**config.mk**
```make
export PLATFORM = sky130hd
export DESIGN_NAME = dram_sweep_sequencer
export DESIGN_NICKNAME = d
export VERILOG_FILES = /design/src/rtl/dram_ctrl_pkg.sv /design/src/rtl/byte_mismatch16.sv /design/src/rtl/dram_sweep_sequencer.sv
export SDC_FILE = /design/constraint.sdc
export NUM_CORES = 1
export LEC_CHECK = 0
export CELL_PAD_IN_SITES_DETAIL_PLACEMENT = 2
export CELL_PAD_IN_SITES_GLOBAL_PLACEMENT = 2
export CORE_AREA = 2 2 166 168
export CTS_CLUSTER_DIAMETER = 50
export DETAILED_ROUTE_END_ITERATION = 10
export DIE_AREA = 0 0 168 170
export HOLD_SLACK_MARGIN = 0.03
export PLACE_DENSITY = 0.8
export SLEW_MARGIN = 10
export SYNTH_ARGS = -nofsm -noshare
export SYNTH_HDL_FRONTEND = slang
export SYNTH_SLANG_ARGS = --single-unit
export TNS_END_PERCENT = 100
```
**constraint.sdc**
```tcl
create_clock -name clk_100m -period 8.1 [get_ports clk_100m]
set_clock_uncertainty 0.15 [all_clocks]
set_input_delay 1.62 -clock clk_100m [delete_from_list [all_inputs] [get_ports clk_100m]]
set_output_delay 1.62 -clock clk_100m [all_outputs]
set_load 0.02 [all_outputs]
```
**src/rtl/dram_ctrl_pkg.sv**
```systemverilog
// Shared types and constants for the DRAM sweep controller.
// State encoding, IO_MODEL codes, report length, row-byte helper.
package dram_ctrl_pkg;

  typedef enum logic [3:0] {
    S_IDLE,
    S_WR_SET,
    S_WR_PULSE,
    S_WR_WAIT,
    S_RD_SET,
    S_RD_PULSE,
    S_RD_WAIT,
    S_CHECK,
    S_TX,
    S_NEXT
  } state_e;

  localparam logic [1:0] WR_MODEL_D = 2'b01;
  localparam logic [1:0] RD_MODEL_D = 2'b10;

  localparam int         REPORT_BYTES = 3;
  localparam logic [1:0] TX_LAST = 2'(REPORT_BYTES - 1);

  function automatic logic [7:0] row_byte(
    input logic [7:0] seed,
    input logic [5:0] row
  );
    return seed ^ {2'b00, row};
  endfunction

endpackage

```
**src/rtl/byte_mismatch16.sv**
```systemverilog
// Compares 16 readout bytes against one expected byte.
// Ports: i_data (16 bytes), i_exp; o_mask (bit k = byte k differs), o_pop.
module byte_mismatch16 (
  input  logic [127:0] i_data,
  input  logic [7:0]   i_exp,
  output logic [15:0]  o_mask,
  output logic [4:0]   o_pop
);

  always_comb begin
    o_mask = '0;
    o_pop  = '0;
    for (int k = 0; k < 16; k++) begin
      o_mask[k] = (i_data[8*k +: 8] != i_exp);
      o_pop     = o_pop + {4'b0000, o_mask[k]};
    end
  end

endmodule

```
**src/rtl/dram_sweep_sequencer.sv**
```systemverilog
// Row-by-row write/read-back sweep over the 16-core DRAM datapath.
// Inputs: clk_100m, rst, start, abort, wt_done, rd_done, dram_data_out,
// tx_busy. Outputs: io_en, io_model, wwl_add, rwl_dec_add, wbl_pattern,
// tx_en, tx_data, busy, sweep_done, timeout_err, err_count.
module dram_sweep_sequencer
  import dram_ctrl_pkg::*;
#(
  parameter int         NUM_ROWS = 64,
  parameter logic [7:0] SEED     = 8'h55,
  parameter logic [1:0] WR_MODEL = WR_MODEL_D,
  parameter logic [1:0] RD_MODEL = RD_MODEL_D,
  parameter logic [19:0] TIMEOUT = 20'd1_000_000
) (
  input  logic         clk_100m,
  input  logic         rst,
  input  logic         start,
  input  logic         abort,
  input  logic         wt_done,
  input  logic         rd_done,
  input  logic [127:0] dram_data_out,
  input  logic         tx_busy,
  output logic         io_en,
  output logic [1:0]   io_model,
  output logic [5:0]   wwl_add,
  output logic [5:0]   rwl_dec_add,
  output logic [63:0]  wbl_pattern,
  output logic         tx_en,
  output logic [7:0]   tx_data,
  output logic         busy,
  output logic         sweep_done,
  output logic         timeout_err,
  output logic [15:0]  err_count
);

  localparam logic [5:0]  LAST_ROW = 6'(NUM_ROWS - 1);
  localparam logic [19:0] TMO_LAST = TIMEOUT - 20'd1;

  state_e        r_state;
  state_e        w_nxt;
  logic [5:0]    r_row;
  logic [19:0]   r_tmo;
  logic [1:0]    r_tx_idx;
  logic          r_wt_q;
  logic          r_rd_q;
  logic [15:0]   r_mask;
  logic          r_io_en;
  logic [1:0]    r_io_model;
  logic [5:0]    r_wwl;
  logic [5:0]    r_rwl;
  logic [63:0]   r_wbl;
  logic          r_tx_en;
  logic [7:0]    r_tx_data;
  logic          r_busy;
  logic          r_sweep_done;
  logic          r_timeout_err;
  logic [15:0]   r_err_count;

  logic [7:0]    w_pb;
  logic [15:0]   w_mask;
  logic [4:0]    w_pop;
  logic          w_wt_edge;
  logic          w_rd_edge;
  logic          w_tmo_hit;
  logic          w_tx_go;
  logic          w_last_row;
  logic [7:0]    w_tx_byte;
  logic [16:0]   w_sum;

  byte_mismatch16 u_cmp (
    .i_data (dram_data_out),
    .i_exp  (w_pb),
    .o_mask (w_mask),
    .o_pop  (w_pop)
  );

  assign w_pb       = row_byte(SEED, r_row);
  assign w_wt_edge  = wt_done & ~r_wt_q;
  assign w_rd_edge  = rd_done & ~r_rd_q;
  assign w_tmo_hit  = (r_tmo == TMO_LAST);
  // One strobe per byte; busy shows up a cycle after the strobe.
  assign w_tx_go    = ~tx_busy & ~r_tx_en;
  assign w_last_row = (r_row == LAST_ROW);
  assign w_sum      = {1'b0, r_err_count} + {12'd0, w_pop};

  always_comb begin
    w_tx_byte = r_mask[7:0];
    unique case (r_tx_idx)
      2'd0:    w_tx_byte = {2'b00, r_row};
      2'd1:    w_tx_byte = r_mask[15:8];
      default: w_tx_byte = r_mask[7:0];
    endcase
  end

  always_comb begin
    w_nxt = r_state;
    if (abort) begin
      w_nxt = S_IDLE;
    end else begin
      unique case (r_state)
        S_IDLE:     if (start) w_nxt = S_WR_SET;
        S_WR_SET:   w_nxt = S_WR_PULSE;
        S_WR_PULSE: w_nxt = S_WR_WAIT;
        S_WR_WAIT: begin
          if (w_wt_edge)      w_nxt = S_RD_SET;
          else if (w_tmo_hit) w_nxt = S_IDLE;
        end
        S_RD_SET:   w_nxt = S_RD_PULSE;
        S_RD_PULSE: w_nxt = S_RD_WAIT;
        S_RD_WAIT: begin
          if (w_rd_edge)      w_nxt = S_CHECK;
          else if (w_tmo_hit) w_nxt = S_IDLE;
        end
        S_CHECK:    w_nxt = S_TX;
        S_TX: begin
          if (w_tx_go && r_tx_idx == TX_LAST)
            w_nxt = S_NEXT;
        end
        S_NEXT:     w_nxt = w_last_row ? S_IDLE : S_WR_SET;
        default:    w_nxt = S_IDLE;
      endcase
    end
  end

  always_ff @(posedge clk_100m) begin
    if (rst) begin
      r_state       <= S_IDLE;
      r_row         <= '0;
      r_tmo         <= '0;
      r_tx_idx      <= '0;
      r_wt_q        <= 1'b0;
      r_rd_q        <= 1'b0;
      r_mask        <= '0;
      r_io_en       <= 1'b0;
      r_io_model    <= '0;
      r_wwl         <= '0;
      r_rwl         <= '0;
      r_wbl         <= '0;
      r_tx_en       <= 1'b0;
      r_tx_data     <= '0;
      r_busy        <= 1'b0;
      r_sweep_done  <= 1'b0;
      r_timeout_err <= 1'b0;
      r_err_count   <= '0;
    end else begin
      r_state <= w_nxt;
      r_busy  <= (w_nxt != S_IDLE);
      r_wt_q  <= wt_done;
      r_rd_q  <= rd_done;
      r_io_en <= 1'b0;
      r_tx_en <= 1'b0;
      if (!abort) begin
        unique case (r_state)
          S_IDLE: begin
            if (start) begin
              r_row         <= '0;
              r_sweep_done  <= 1'b0;
              r_timeout_err <= 1'b0;
              r_err_count   <= '0;
            end
          end
          S_WR_SET: begin
            r_io_model <= WR_MODEL;
            r_wwl      <= r_row;
            r_wbl      <= {8{w_pb}};
          end
          S_WR_PULSE: begin
            r_io_en <= 1'b1;
            r_tmo   <= '0;
          end
          S_WR_WAIT: begin
            r_tmo <= r_tmo + 20'd1;
            if (!w_wt_edge && w_tmo_hit)
              r_timeout_err <= 1'b1;
          end
          S_RD_SET: begin
            r_io_model <= RD_MODEL;
            r_rwl      <= r_row;
          end
          S_RD_PULSE: begin
            r_io_en <= 1'b1;
            r_tmo   <= '0;
          end
          S_RD_WAIT: begin
            r_tmo <= r_tmo + 20'd1;
            if (!w_rd_edge && w_tmo_hit)
              r_timeout_err <= 1'b1;
          end
          S_CHECK: begin
            r_mask      <= w_mask;
            r_tx_idx    <= '0;
            r_err_count <= w_sum[16] ? 16'hFFFF
                                     : w_sum[15:0];
          end
          S_TX: begin
            if (w_tx_go) begin
              r_tx_en   <= 1'b1;
              r_tx_data <= w_tx_byte;
              r_tx_idx  <= r_tx_idx + 2'd1;
            end
          end
          S_NEXT: begin
            if (w_last_row) r_sweep_done <= 1'b1;
            else            r_row <= r_row + 6'd1;
          end
          default: ;
        endcase
      end
    end
  end

  assign io_en       = r_io_en;
  assign io_model    = r_io_model;
  assign wwl_add     = r_wwl;
  assign rwl_dec_add = r_rwl;
  assign wbl_pattern = r_wbl;
  assign tx_en       = r_tx_en;
  assign tx_data     = r_tx_data;
  assign busy        = r_busy;
  assign sweep_done  = r_sweep_done;
  assign timeout_err = r_timeout_err;
  assign err_count   = r_err_count;

endmodule
```
Yosys cells after proc, flatten, opt, wreduce, memory -nomap -nowiden
Cells that the tools add are included.
W data, S select, Z words.
{ "op_classes": {"addsub": 19, "mul": 0, "n_div": 0, "n_lt_le_gt_ge": 0, "eq_ne": 35, "shifts": 0, "muxes": 27, "bitwise_logic": 10, "n_reduce_logical": 29} }
{ "ops": {"columns": ["operator", "count"], "rows": [
  ["$ne A8 B7 Y1", 16],
  ["$add A5 B1 Y5", 14],
  ["$pmux W20 S2", 1],
  ["$pmux W4 S10", 1],
  ["$mux W16", 2],
  ["$pmux W16 S2", 1],
  ["$mux W4", 6],
  ["$add A20 B1 Y20 const B", 1],
  ["$eq A20 B20 Y1 const B", 1],
  ["$add A16 B5 Y17", 1],
  ["$eq A4 B3 Y1 const B", 4],
  ["$pmux W8 S2", 1],
  ["$mux W6", 2],
  ["$ne A2 B2 Y1 const B", 6],
  ["$pmux W6 S2", 1],
  ["$reduce_and A2 Y1", 5],
  ["$reduce_bool A2 Y1", 5],
  ["$reduce_and A3 Y1", 3],
  ["$eq A4 B2 Y1 const B", 2],
  ["$eq A4 B4 Y1 const B", 2],
  ["$pmux W2 S2", 2],
  ["$reduce_and A4 Y1", 2],
  ["$mux W1", 7],
  ["$add A6 B1 Y6 const B", 1],
  ["other kinds (21)", 33]
]} }
{ "totals": {"ff_bits": 149, "latchBits": 0, "mem_bits_rw": 0, "romBits": 0, "in_bits": 135, "output_inout_bits": 107, "elab_cells": 138, "memories": 0} }

Logic depth before layout (Yosys ltp)
{ "logic_depth": {"depth_word": 20, "depth_mapped": 26, "ltp_nobuf": 23} }

By module
Synthesis repeated with hierarchy kept, for this count alone.
{ "unflattened": {"hier_cells": 853, "hier_area_um2": 7028.0} }
{ "modules_own_cells": {"columns": ["module", "instances", "cells_per_inst", "area_per_inst_um2", "seq_area_each_um2"], "rows": [
  ["dram_sweep_sequencer", 1, 620, 5051.1, 1941.9],
  ["byte_mismatch16", 1, 233, 1976.9, 0.0]
]} }

Worst setup path before layout
OpenSTA, ideal clock, no wires.
{ "synth_timing": {"path_kind": "in2reg", "from": "input dram_data_out[1]", "to": "register r_err_count[4], in the netlist err_count[4]", "setup_time_ps": 132, "t_arrival_ps": 6592, "required_time_ps": 7818, "setup_slack_ps": 1226, "cell_stages": 21, "path_buffers": 1, "cell_sequence": "xor2_1 nor3b_1 nand4_1 ha_1 inv_1 fa_1 fa_1 fa_1 fa_1 fa_1 fa_1 nor2b_1 o21a_1 ha_1 and3_1 a21oi_1 nand2_1 and4_1 buf_4 o21ai_0 a21oi_1"} }
{ "synth_between": {"elab_chain_cells": 19} }
{ "synth_lines": {"columns": ["element", "line", "text"], "rows": [
  ["from (decl)", "dram_sweep_sequencer.sv:20", "input logic [127:0] dram_data_out,"],
  ["$ne A8 B7 Y1", "byte_mismatch16.sv:14", "o_mask[k] = (i_data[8*k +: 8] != i_exp);"],
  ["named net u_cmp.o_mask[0]", "byte_mismatch16.sv:6", "output logic [15:0] o_mask,"],
  ["$add A1 B1 Y2", "byte_mismatch16.sv:15", "o_pop = o_pop + {4'b0000, o_mask[k]};"],
  ["$add A5 B1 Y5 (14 in series)", "byte_mismatch16.sv:15", null],
  ["$add A16 B5 Y17", "dram_sweep_sequencer.sv:83", "assign w_sum = {1'b0, r_err_count} + {12'd0, w_pop};"],
  ["$mux W16", "dram_sweep_sequencer.sv:191", "r_err_count <= w_sum[16] ? 16'hFFFF"],
  ["$pmux W16 S2", "dram_sweep_sequencer.sv:152", "unique case (r_state)"],
  ["to (signal assigned)", "dram_sweep_sequencer.sv:191", null],
  ["to (decl)", "dram_sweep_sequencer.sv:56", "logic [15:0] r_err_count;"]
]} }
The timed path passes the listed nets, and every way through them passes these cells.
A chain may end at the register's enable or synchronous reset.

Worst setup path in the final report
{ "layout_timing": {"from": "input dram_data_out[9]", "to": "register r_err_count[6], in the netlist err_count[6]"} }
Same word-level chain as after synthesis.

==> flow_metrics.py <==
metrics = {
    "synthesis": {
        "synth_area_leaders": "dfxtp_1, xnor2_1, buf_4",
        "ys_types": 71,
        "synth.yosys.warnings": 0,
        "synth_seq_cells": 97,
        "yosysTopAreaCell": "dfxtp_1",
        "synth_edf_count": 0,
        "syn_area_per_cell_um2": 8.25,
        "synth_seq_area_share_pct": 29.4,
        "async_reset_ff_share_pct": 0,
        "synth_common_cells": "dfxtp_1, nor2_1, xnor2_1, buf_4, nand2_1",
        "post-synth-top-count-cell": "dfxtp_1",
        "syn_inst": 801,
        "yosysTopAreaCellShare_pct": 29.4,
        "synthFlopType": "dfxtp_1",
        "netlist_area_um2": 6610,
    },
    "clocking": {
        "clk_latency_ns": 0.35,
        "cts_hold_buffers": 0,
        "cts_made_buffers": 9,
        "htreeDepth": 3,
        "cts_root_buf": "clkbuf_16",
        "tritoncts": "built",
        "clock_sinks": 97,
        "path_clk_slew_ns": 0.07,
        "cts_buffer_depth": 2,
    },
    "worst_setup_path": {
        "endpoint_kind": "register",
        "path_cells": "clkdlybuf4s50_1, xor2_1, nor3b_1, nand4_1, ha_1, inv_1, fa_1, fa_1, fa_1, fa_1, fa_1, fa_1, nor2b_1, o21a_1, ha_1, and3_1, a21oi_1, nand2_1, and4_2, o21ai_0, a21oi_1",
        "reg2reg_depth": 20,
        "slowest_delay_ns": 0.54,
        "crit_path_start_kind": "primary input",
        "cp_slowest_cell": "fa_1",
        "required_ns": 8.16,
        "cp_max_fo": 12,
        "cpMostUsedCell": "fa_1",
        "r2r-end": "err_count[6]",
        "r2r_slack_ns": 1.32,
        "r2r_start": "r_row[0]",
        "worstSetupPathType": "in -> reg",
        "crit_arrival_ns": 7.75,
    },
    "drt": {
        "post-route-drc-count": 0,
        "via_per_inst": 4.81,
        "first_pass_iters": 6,
        "wire_per_inst_um": 19.1,
        "vias": 6307,
        "postRouteAntennaNets": 0,
        "detail_route.wirelength_mm": 25.1,
        "drt_iter0_markers": 229,
    },
    "min_path": {
        "hold_start": "io_model[1]",
        "hp-class": "reg -> reg",
        "min_path_cells": 2,
        "holdPathEnd": "io_model[1]",
    },
    "global_route": {
        "grt_max_degree": 70,
        "grt_pass1_vias": 6829,
        "grt_usage_pct": 17.6,
        "antenna_found_initial": 0,
        "overflow": 0,
        "grt_pass1_wl_mm": 39.6,
    },
    "timing": {
        "min_period_ns": 7.70,
        "slew-limit-headroom_pct": 21.1,
        "period_share_pct": 95.1,
        "worst-slew-pin-transition_ns": 1.18,
        "hold-worst-slack_ns": 0.311,
        "hold_violations": 0,
        "setup_viol": 0,
        "max_freq_ghz": 0.130,
        "drv_slew": 0,
        "rsz0062_at_grt": "false",
    },
    "pwr": {
        "p_total_mw": 1.08,
        "peakVddDrop_uv": 84.7,
        "power_leakage_nw": 3.24,
        "power.density_nw_per_um2": 118,
    },
    "placement": {
        "port-buffer-count": 233,
        "dp_hpwl_mm": 19.2,
        "gp_congestion": 0.765,
        "placed_area_um2": 8890,
    },
    "run": {
        "maxCapViolCount": 0,
    },
    "layout": {
        "fin_area_um2": 9190,
        "drive_gt1_share_pct": 5.88,
        "syn2layout_area_growth_pct": 39.0,
        "num-nets-final": 1126,
        "diodes": 0,
    },
    "die": {
        "die-height_um": 170,
        "ios": 242,
        "start_util_pct": 24.8,
        "core_um2": 26700,
        "die_x_um": 168,
        "dieArea_um2": 28600,
        "rows": 60,
    },
    "status": {
        "status": "complete, no violations",
    },
}
[report_power, final]
part,total (mW),internal (mW),switching (mW)
Clock,0.441,0.240,0.202
Combinational,0.160,0.0942,0.0657
Sequential,0.483,0.479,0.00388
[cells in the final DEF (no fill, tap or decap), types with 4 or more instances in the layout]
cell | synthesis | routed
nor3b_1 | 5 | 5
nand2_1 | 57 | 57
clkbuf_16 | 0 | 9
and2_1 | 4 | 4
dfxtp_1 | 97 | 97
nand3_1 | 33 | 33
a311oi_1 | 6 | 6
xnor2_1 | 72 | 72
buf_4 | 65 | 19
a22oi_1 | 8 | 8
nand3b_1 | 15 | 15
nor2b_1 | 6 | 6
conb_1 | 1 | 8
mux2i_1 | 7 | 7
inv_1 | 22 | 22
xor2_1 | 51 | 51
a31oi_1 | 6 | 6
ha_1 | 15 | 15
fa_1 | 11 | 11
a21oi_1 | 37 | 37
a211oi_1 | 17 | 17
nor2_1 | 87 | 87
and3_1 | 8 | 8
clkdlybuf4s50_1 | 0 | 232
nand4_1 | 11 | 11
o21ai_0 | 23 | 23
nand2b_1 | 5 | 5
nor3_1 | 13 | 13
nor4_1 | 15 | 15
[worst max-delay path by stage]
stage | startpoint | endpoint | slack, ns | cells past startpoint
final | dram_data_out[9] | err_count[6] | 0.40 | 21
after global routing | dram_data_out[9] | err_count[5] | 0.10 | 19
after CTS | dram_data_out[9] | err_count[15] | 0.22 | 19
after detailed placement | dram_data_out[9] | err_count[15] | -0.10 | 19
after global placement | dram_data_out[9] | err_count[15] | 0.13 | 19
after floorplan | dram_data_out[1] | err_count[4] | 1.23 | 21
[flip-flops by register name, indices dropped and copies added (netlist names)]
name / count
busy: 1
io_en: 1
tx_data: 8
err_count: 16
rwl_dec_add: 6
r_state: 4
timeout_err: 1
r_row: 6
r_tmo: 20
r_mask: 16
r_tx_idx: 2
r_rd_q: 1
tx_en: 1
r_wt_q: 1
wbl_pattern: 5
wwl_add: 5
io_model: 2
sweep_done: 1
[critical path: cells and delay by family]
| kind | cells | cell delay, ns |
|---|---|---|
| simple gates | 6 | 1.32 |
| compound gates | 4 | 0.67 |
| fa+ha+maj | 8 | 3.52 |
| xor+xnor | 1 | 0.15 |
| buf+inv | 2 | 0.47 |
[cell families after synthesis]
logic type | after synthesis | share of synthesized area, %
AND/OR/NAND/NOR | 286 | 22.3
AO/OA/AOI/OAI | 132 | 13.2
buffers and inverters | 129 | 11.5
XOR/XNOR | 123 | 16.3
flip-flops | 97 | 29.4
adder cells (fa/ha/maj) | 26 | 6.17
multiplexers | 7 | 1.06
other | 1 | 0.0567
[per-stage QoR]
| stage | util [%] | setup TNS (ns) | setup slack [ns] | instances |
|---|---|---|---|---|
| 2_1_floorplan | - | 0 | 1.23 | 808 |
| 3_3_place_gp | 33.4 | 0 | 0.128 | 1295 |
| 3_5_place_dp | 33.4 | -0.708 | -0.105 | 1295 |
| 4_1_cts | 34.5 | 0 | 0.218 | 1311 |
| 5_1_grt | 34.5 | 0 | 0.105 | 1311 |
| 6_report | 34.5 | 0 | 0.401 | 1311 |
[routing by layer]
layer	part of all wire [%]	track usage (%)
met1	45	21.9
met2	49	31.7
met3	4.7	2.72
met4	1.3	4.46
met5	0	0
[final cells by class]
cell class,count,area [µm²]
clock inverters,7,70.1
repair buffers,253,2490
well taps,341,427
fillers,2979,17500
flip-flops and latches,97,1940
inverters,22,82.6
clock buffers,9,225
multi-input cells,582,3950
[what timing repair did]
action | CTS | global route
resized for setup | 0 | 1
setup endpoints to repair | 0 | 6
setup buffers | 0 | 0
Power figures use the tool's default switching activity.
